<file path="src/rtl/unidad_control_multiciclo.sv">
// -----------------------------------------------------------------------------
// unidad_control_multiciclo
//
// Control unit for a multicycle MIPS datapath. It is a Moore FSM that walks the
// shared memory/ALU/register-file/PC datapath through the FETCH, DECODE,
// EXECUTE, MEMORY and WRITEBACK steps. Memory accesses wait on MEM_READY, and
// an unsupported opcode parks the FSM in a sticky TRAP state until reset.
//
// Build option:
//   UCM_JUMP_EN - when defined, opcode 0x02 (j) is executed through the JUMP
//                 state. When undefined, 0x02 traps like any other unsupported
//                 opcode, and encoding 11 is treated as an unused encoding.
//
// Ports:
//   clk            rising-edge clock
//   rst_n          synchronous active-low reset
//   OPCODE[5:0]    IR[31:26]; only looked at in DECODE
//   MEM_READY      memory completes the current access this cycle
//   PC_WRITE, PC_WRITE_COND, IOR_D, MEM_READ, MEM_WRITE, IR_WRITE,
//   MEM_TO_REG, REG_WRITE, REG_DST, ALU_SRC_A   datapath strobes / selects
//   ALU_SRC_B[1:0] 00 regB, 01 const 4, 10 sext imm, 11 sext imm<<2
//   ALU_OP[1:0]    00 add, 01 sub, 10 decoded from funct
//   PC_SOURCE[1:0] 00 ALU result, 01 ALUOut, 10 jump target
//   DONE           one-cycle pulse in the last cycle of each instruction
//   ILLEGAL        high while in TRAP
//   STATE[3:0]     current state encoding (debug)
// -----------------------------------------------------------------------------
module unidad_control_multiciclo (
  input  logic       clk,
  input  logic       rst_n,
  input  logic [5:0] OPCODE,
  input  logic       MEM_READY,
  output logic       PC_WRITE,
  output logic       PC_WRITE_COND,
  output logic       IOR_D,
  output logic       MEM_READ,
  output logic       MEM_WRITE,
  output logic       IR_WRITE,
  output logic       MEM_TO_REG,
  output logic       REG_WRITE,
  output logic       REG_DST,
  output logic       ALU_SRC_A,
  output logic [1:0] ALU_SRC_B,
  output logic [1:0] ALU_OP,
  output logic [1:0] PC_SOURCE,
  output logic       DONE,
  output logic       ILLEGAL,
  output logic [3:0] STATE
);

  typedef enum logic [3:0] {
    S_FETCH     = 4'd0,
    S_DECODE    = 4'd1,
    S_MEM_ADR   = 4'd2,
    S_MEM_RD    = 4'd3,
    S_MEM_WB    = 4'd4,
    S_MEM_WR    = 4'd5,
    S_R_EXEC    = 4'd6,
    S_R_WB      = 4'd7,
    S_BEQ       = 4'd8,
    S_ADDI_EXEC = 4'd9,
    S_ADDI_WB   = 4'd10,
    S_JUMP      = 4'd11,
    S_TRAP      = 4'd12
  } state_e;

  localparam logic [5:0] OP_RTYPE = 6'h00;
  localparam logic [5:0] OP_LW    = 6'h23;
  localparam logic [5:0] OP_SW    = 6'h2B;
  localparam logic [5:0] OP_BEQ   = 6'h04;
  localparam logic [5:0] OP_ADDI  = 6'h08;
  localparam logic [5:0] OP_J     = 6'h02;

  state_e state_q, state_d;
  // OPCODE is only valid in DECODE, so remember whether a memory op is a store
  // for the MEM_ADR branch one cycle later.
  logic   is_sw_q, is_sw_d;

  // State register
  always_ff @(posedge clk) begin
    // NOTE: sequential state uses non-blocking assignments so every register
    // samples pre-edge values regardless of process ordering.
    if (!rst_n) begin
      state_q <= S_FETCH;
      is_sw_q <= 1'b0;
    end else begin
      state_q <= state_d;
      is_sw_q <= is_sw_d;
    end
  end

  // Next-state logic
  always_comb begin
    // NOTE: defaults first so no path leaves a variable unassigned (no latch).
    state_d = S_FETCH;
    is_sw_d = is_sw_q;
    unique case (state_q)
      S_FETCH:     state_d = MEM_READY ? S_DECODE : S_FETCH;
      S_DECODE: begin
        is_sw_d = (OPCODE == OP_SW);
        case (OPCODE)
          OP_RTYPE:      state_d = S_R_EXEC;
          OP_LW, OP_SW:  state_d = S_MEM_ADR;
          OP_BEQ:        state_d = S_BEQ;
          OP_ADDI:       state_d = S_ADDI_EXEC;
`ifdef UCM_JUMP_EN
          OP_J:          state_d = S_JUMP;
`endif
          default:       state_d = S_TRAP;
        endcase
      end
      S_MEM_ADR:   state_d = is_sw_q ? S_MEM_WR : S_MEM_RD;
      S_MEM_RD:    state_d = MEM_READY ? S_MEM_WB : S_MEM_RD;
      S_MEM_WR:    state_d = MEM_READY ? S_FETCH : S_MEM_WR;
      S_R_EXEC:    state_d = S_R_WB;
      S_ADDI_EXEC: state_d = S_ADDI_WB;
      S_TRAP:      state_d = S_TRAP;
      // MEM_WB, R_WB, ADDI_WB, BEQ, JUMP and unused encodings return to FETCH.
      default:     state_d = S_FETCH;
    endcase
  end

  // Output logic: Moore outputs, with MEM_READY gating in the wait states.
  // Everything reads 0 while reset is held so no write lands mid-reset.
  always_comb begin
    PC_WRITE      = 1'b0;
    PC_WRITE_COND = 1'b0;
    IOR_D         = 1'b0;
    MEM_READ      = 1'b0;
    MEM_WRITE     = 1'b0;
    IR_WRITE      = 1'b0;
    MEM_TO_REG    = 1'b0;
    REG_WRITE     = 1'b0;
    REG_DST       = 1'b0;
    ALU_SRC_A     = 1'b0;
    ALU_SRC_B     = 2'b00;
    ALU_OP        = 2'b00;
    PC_SOURCE     = 2'b00;
    DONE          = 1'b0;
    ILLEGAL       = 1'b0;
    if (rst_n) begin
      case (state_q)
        S_FETCH: begin
          MEM_READ  = 1'b1;
          ALU_SRC_B = 2'b01;
          IR_WRITE  = MEM_READY;
          PC_WRITE  = MEM_READY;
        end
        S_DECODE:    ALU_SRC_B = 2'b11;
        S_MEM_ADR: begin
          ALU_SRC_A = 1'b1;
          ALU_SRC_B = 2'b10;
        end
        S_MEM_RD: begin
          MEM_READ = 1'b1;
          IOR_D    = 1'b1;
        end
        S_MEM_WB: begin
          REG_WRITE  = 1'b1;
          MEM_TO_REG = 1'b1;
          DONE       = 1'b1;
        end
        S_MEM_WR: begin
          MEM_WRITE = 1'b1;
          IOR_D     = 1'b1;
          DONE      = MEM_READY;
        end
        S_R_EXEC: begin
          ALU_SRC_A = 1'b1;
          ALU_OP    = 2'b10;
        end
        S_R_WB: begin
          REG_WRITE = 1'b1;
          REG_DST   = 1'b1;
          DONE      = 1'b1;
        end
        S_BEQ: begin
          ALU_SRC_A     = 1'b1;
          ALU_OP        = 2'b01;
          PC_WRITE_COND = 1'b1;
          PC_SOURCE     = 2'b01;
          DONE          = 1'b1;
        end
        S_ADDI_EXEC: begin
          ALU_SRC_A = 1'b1;
          ALU_SRC_B = 2'b10;
        end
        S_ADDI_WB: begin
          REG_WRITE = 1'b1;
          DONE      = 1'b1;
        end
`ifdef UCM_JUMP_EN
        S_JUMP: begin
          PC_WRITE  = 1'b1;
          PC_SOURCE = 2'b10;
          DONE      = 1'b1;
        end
`endif
        S_TRAP:      ILLEGAL = 1'b1;
        default: ;
      endcase
    end
  end

  assign STATE = state_q;

endmodule

</file>
<file path="config.mk">
export PLATFORM = sky130hd
export DESIGN_NAME = unidad_control_multiciclo
export DESIGN_NICKNAME = d
export VERILOG_FILES = /design/src/rtl/unidad_control_multiciclo.sv
export SDC_FILE = /design/constraint.sdc
export NUM_CORES = 1
export LEC_CHECK = 0
export BUFFER_PORTS_ARGS = -buffer_cell sky130_fd_sc_hd__buf_2
export CAP_MARGIN = 30
export CORE_MARGIN = 2
export CORE_UTILIZATION = 30
export CTS_CLUSTER_DIAMETER = 50
export DETAILED_ROUTE_END_ITERATION = 8
export SLEW_MARGIN = 15
export SYNTH_ARGS = -nofsm -noshare
export SYNTH_HDL_FRONTEND = slang
export SYNTH_SLANG_ARGS = --single-unit
</file>
<file path="constraint.sdc">
create_clock -name clk -period 2 [get_ports clk]
set_input_delay 0.1 -clock clk [delete_from_list [all_inputs] [get_ports clk]]
set_output_delay 0.1 -clock clk [all_outputs]
set_load 0.1 [all_outputs]
</file>
Yosys cells after proc, flatten, opt, wreduce, memory -nomap -nowiden
Cells that the tools add are included.
Operators by class
  equal/unequal tests: 15
  muxes and demuxes: 34
  reductions and logical operators: 9
Operators by type and width (number)
  $pmux 4 s8: 1
  $mux 1: 24
  $eq 4x3->1 const B: 4
  $eq 4x4->1 const B: 4
  $pmux 4 s4: 1
  $eq 6x6->1 const B: 2
  $mux 3: 3
  $eq 4x2->1 const B: 2
  $reduce_or 2->1: 4
  $reduce_or 4->1: 2
  $eq 6x3->1 const B: 1
  $eq 6x4->1 const B: 1
  $logic_not 6->1: 1
  $pmux 2 s3: 1
  $eq 4x1->1 const B: 1
  $logic_not 4->1: 1
  $mux 2: 2
  $pmux 2 s2: 1
  $reduce_or 3->1: 1
  $pmux 1 s2: 1
Word-level totals
  register bits after elaboration: 5
  output and inout bits: 22

Logic depth before layout (Yosys ltp)
  depth after elaboration: 4
  depth in mapped cells: 6

Worst setup path before layout
Ideal clock, no wire load.
  path kind: register to output
  start point: register state_q[1] (netlist: STATE[1])
  end point: output IOR_D
  arrival: 3530 ps
  required time: 1900 ps
  setup slack: -1630 ps
  stages on the path, launching flop included: 4
  path through: dfxtp_1 > clkbuf_1 > xnor2_1 > nor3_1
On the way
  word-level cells in the longest chain between the ends: 4
  elaborated cells on any way between the ends: 5
Ends and longest elaborated chain
  start, declared: RTL line 74  | state_e state_q, state_d;
  start signal, assigned: RTL line 87  | state_q <= state_d;
  $eq 4x3->1 / $eq 4x2->1 (equally long branches): RTL line 142  | case (state_q)
  $reduce_or 2->1 (no source line) *
  $mux 1 *: RTL line 142
  $mux 1 *: RTL line 141  | if (rst_n) begin
  end, declared: RTL line 35  | output logic IOR_D,
Mark *: on every way between the ends. The rest lies on a longest branch, timed or not.

Final worst setup path
  start point: register state_q[1] (netlist: STATE[1])
  end point: output ALU_SRC_B[1]
On the way
  word-level cells in the longest chain between the ends: 4
  elaborated cells on any way between the ends: 7
Ends and longest elaborated chain
  $eq 4x4->1 / $eq 4x2->1 (equally long branches): RTL line 142
  $reduce_or 2->1 (no source line)
  $pmux 2 s3 *: RTL line 142
  $mux 2 *: RTL line 141
  end, declared: RTL line 43  | output logic [1:0] ALU_SRC_B,
Marked as above.

==> run_results.csv <==
group,metric,value,unit
setup_path,cp_max_fo,18,
synth,synth_area_leaders,"dfxtp_1 (17%), nor2_1 (10%), o21ai_0 (5.9%), nand2_1 (5.6%), nand2b_1 (5.2%)",
pwr,power_density,865,mW/mm^2
timing,finalHoldViolations,0,
synth,synth_commonest_cells,"nor2_1 (16), nand2_1 (9), o21ai_0 (7)",
synth,seq_area_frac_synth,16.7,%
synth,yosysUniqueCellTypes,34,
routing,vias_per_cell,4.87,
min_path,hold_path_class,"input pin to flip-flop",
cts,h-tree-depth,1,
setup_path,critPathMaxStageDelay,510,ps
synth,yosysWarnings,0,
synth,synth_area,598,um^2
grt,grt_pass1_wl,2640,um
routing,routedWlPerCell,10.7,um
synth,async_flop_share,0,%
place,place_area,815,um^2
grt,grt_max_degree,20,
layout,final_util,43.9,%
timing,fmax,534,MHz
setup_path,path_cells,"nand2b_1, o21ai_0, and3b_2, buf_2",
grt,grt_antenna_before_repair,0,
setup_path,cpMaxStageDelayCell,"dfxtp_2",
setup_path,cp.required,1900,ps
grt,grt_pass1_vias,585,
routing,drcViolationCount,0,
setup_path,path_buf_inv,1,
cts,clock_path_buffers,2,
layout,final_area,843,um^2
status,outcome,"complete, no violations",
die,fp.dieArea,0.00237,mm^2
cts,cts-buffers-inserted,3,
place,gp_congestion,0.829,
synth,synth_top_area_share,16.7,%
synth,netlist_instances,92,
synth,yosysMostFrequentCell,"nor2_1",
routing,vias,701,
cts,clk_latency,250,ps
setup_path,end_kind,"output pin",
cts,cts_setup_buffers,0,
synth,syn_nets,101,
routing,wirelength,1550,um
timing,fin_tns_setup,0,ps
setup_path,crit_family,"flip-flops",
routing,drt_first_pass_iters,4,
layout,nets,127,
synth,synth-seq-cells,5,
timing,rsz0062_at_grt,"false",
die,coreArea,0.00192,mm^2
grt,overflow,0,
die,fp.dieH,48.7,um
cts,cts_tree,"built",
die,std_cell_rows,16,
routing,first_iter_violations,19,
synth,syn_avg_cell_area,6.50,um^2
pwr,power,0.000729,W
synth,synth_edf_count,0,
cts,clock_sinks,5,
setup_path,worstPathArrival,1770,ps
pwr,p_leak,0.355,nW
synth,ys.flop_type,"dfxtp_1",
pwr,ir_drop,0.358,mV
timing,finalMaxSlewViolations,0,
cts,cts_root_buf,"clkbuf_4",
layout,num_antenna_cells,0,
cts,cts_hold_buf,0,
die,start_util,31.1,%
die,die_x,48.7,um
place,dp_hpwl,1180,um
layout,area_delta_synth_final,41.0,%
setup_path,cp-start-kind,"flip-flop",
cts,path_clk_slew,40,ps
timing,fin_crit,1870,ps
flow_run,drv_cap,0,
timing,skew,5.39,ps
layout,drive_gt1_share,47.0,%
timing,finalCritPeriodShare,93.6,%
place,portBuffers,29,
timing,fin_hold_ws,205,ps
setup_path,r2r_slack,290,ps
setup_path,crit_type,"flip-flop to output pin",
routing,ant_nets,0,
die,io_pins,31,
grt,grtUsageTotal,13.7,%
synth,yosysTopAreaCell,"dfxtp_1",
timing,setup_viol,0,
[metrics by stage]
stage          worst slack [ps]  cells
2_1_floorplan              -124     92
3_3_place_gp                342    140
3_5_place_dp                300    140
4_1_cts                    81.1    144
5_1_grt                  0.0122    144
6_report                    128    144
[final cells by class]
class | instances | area [um^2]
multi-input combinational | 76 | 498
sequential | 5 | 108
timing repair buffer | 30 | 170
inverter | 2 | 7.51
fill | 213 | 1080
clock buffer | 4 | 26.3
tap | 27 | 33.8
[cell families (layout without fill, tap and decap cells)]
group           Yosys count  after routing  share of synthesized area (%)
compound gates           21             21                           23.2
xor+xnor                  2              2                           2.93
buf+inv                  11             36                           10.0
flops                     5              5                           16.7
other cells               1              1                          0.627
simple gates             52             52                           46.4
[worst paths after layout]
check                      end      start  depth (start not counted)
setup / recovery  ALU_SRC_B[1]   STATE[1]                          4
hold / removal        STATE[1]  OPCODE[4]                          4
setup reg to reg      STATE[0]   STATE[0]                          4
hold reg to reg        is_sw_q    is_sw_q                          3
[registers in the layout (all words and copies together) (netlist names)]
signal   cells
STATE        4
is_sw_q      1
[layer usage]
layer  vias to the layer above  wire length [um]  global-route usage [%]  share of wire (%)
li1                        366                 -                       -                  -
met2                        27               708                    21.2                 46
met3                         3                83                   0.926                5.4
met4                         0                25                    8.57                1.6
met5                         -                 0                       0                  0
met1                       305               729                    18.4                 47
[placed cells by master (no fill, tap or decap), types with 3 or more instances in the layout]
cell / n
nor2_4: 4
o21ai_0: 7
nor2_2: 6
nor2_1: 6
buf_2: 27
nand2b_1: 5
clkbuf_4: 4
dfxtp_2: 3
nand2_1: 9
nor2b_1: 3
nor3_1: 4
[power breakdown]
part,total [W],internal (W),switching (W),leakage (nW)
Sequential,0.000150,0.000112,0.0000384,0.0427
Clock,0.000119,0.0000756,0.0000439,0.0150
Combinational,0.000460,0.000100,0.000359,0.298
Total,0.000729,0.000288,0.000442,0.355
[worst min-delay path, delay by kind of cell]
kind | cells | cell delay, ps
AOI/OAI and AO/OA | 1 | 80
buffers and inverters | 1 | 110
and+or+nand+nor | 2 | 110
[what timing repair did]
action	CTS	global route
endpoints found under the setup margin	0	1
resized for setup	0	1
endpoints found under the hold margin	0	0
Note: power is estimated with default switching activity, not from simulation.
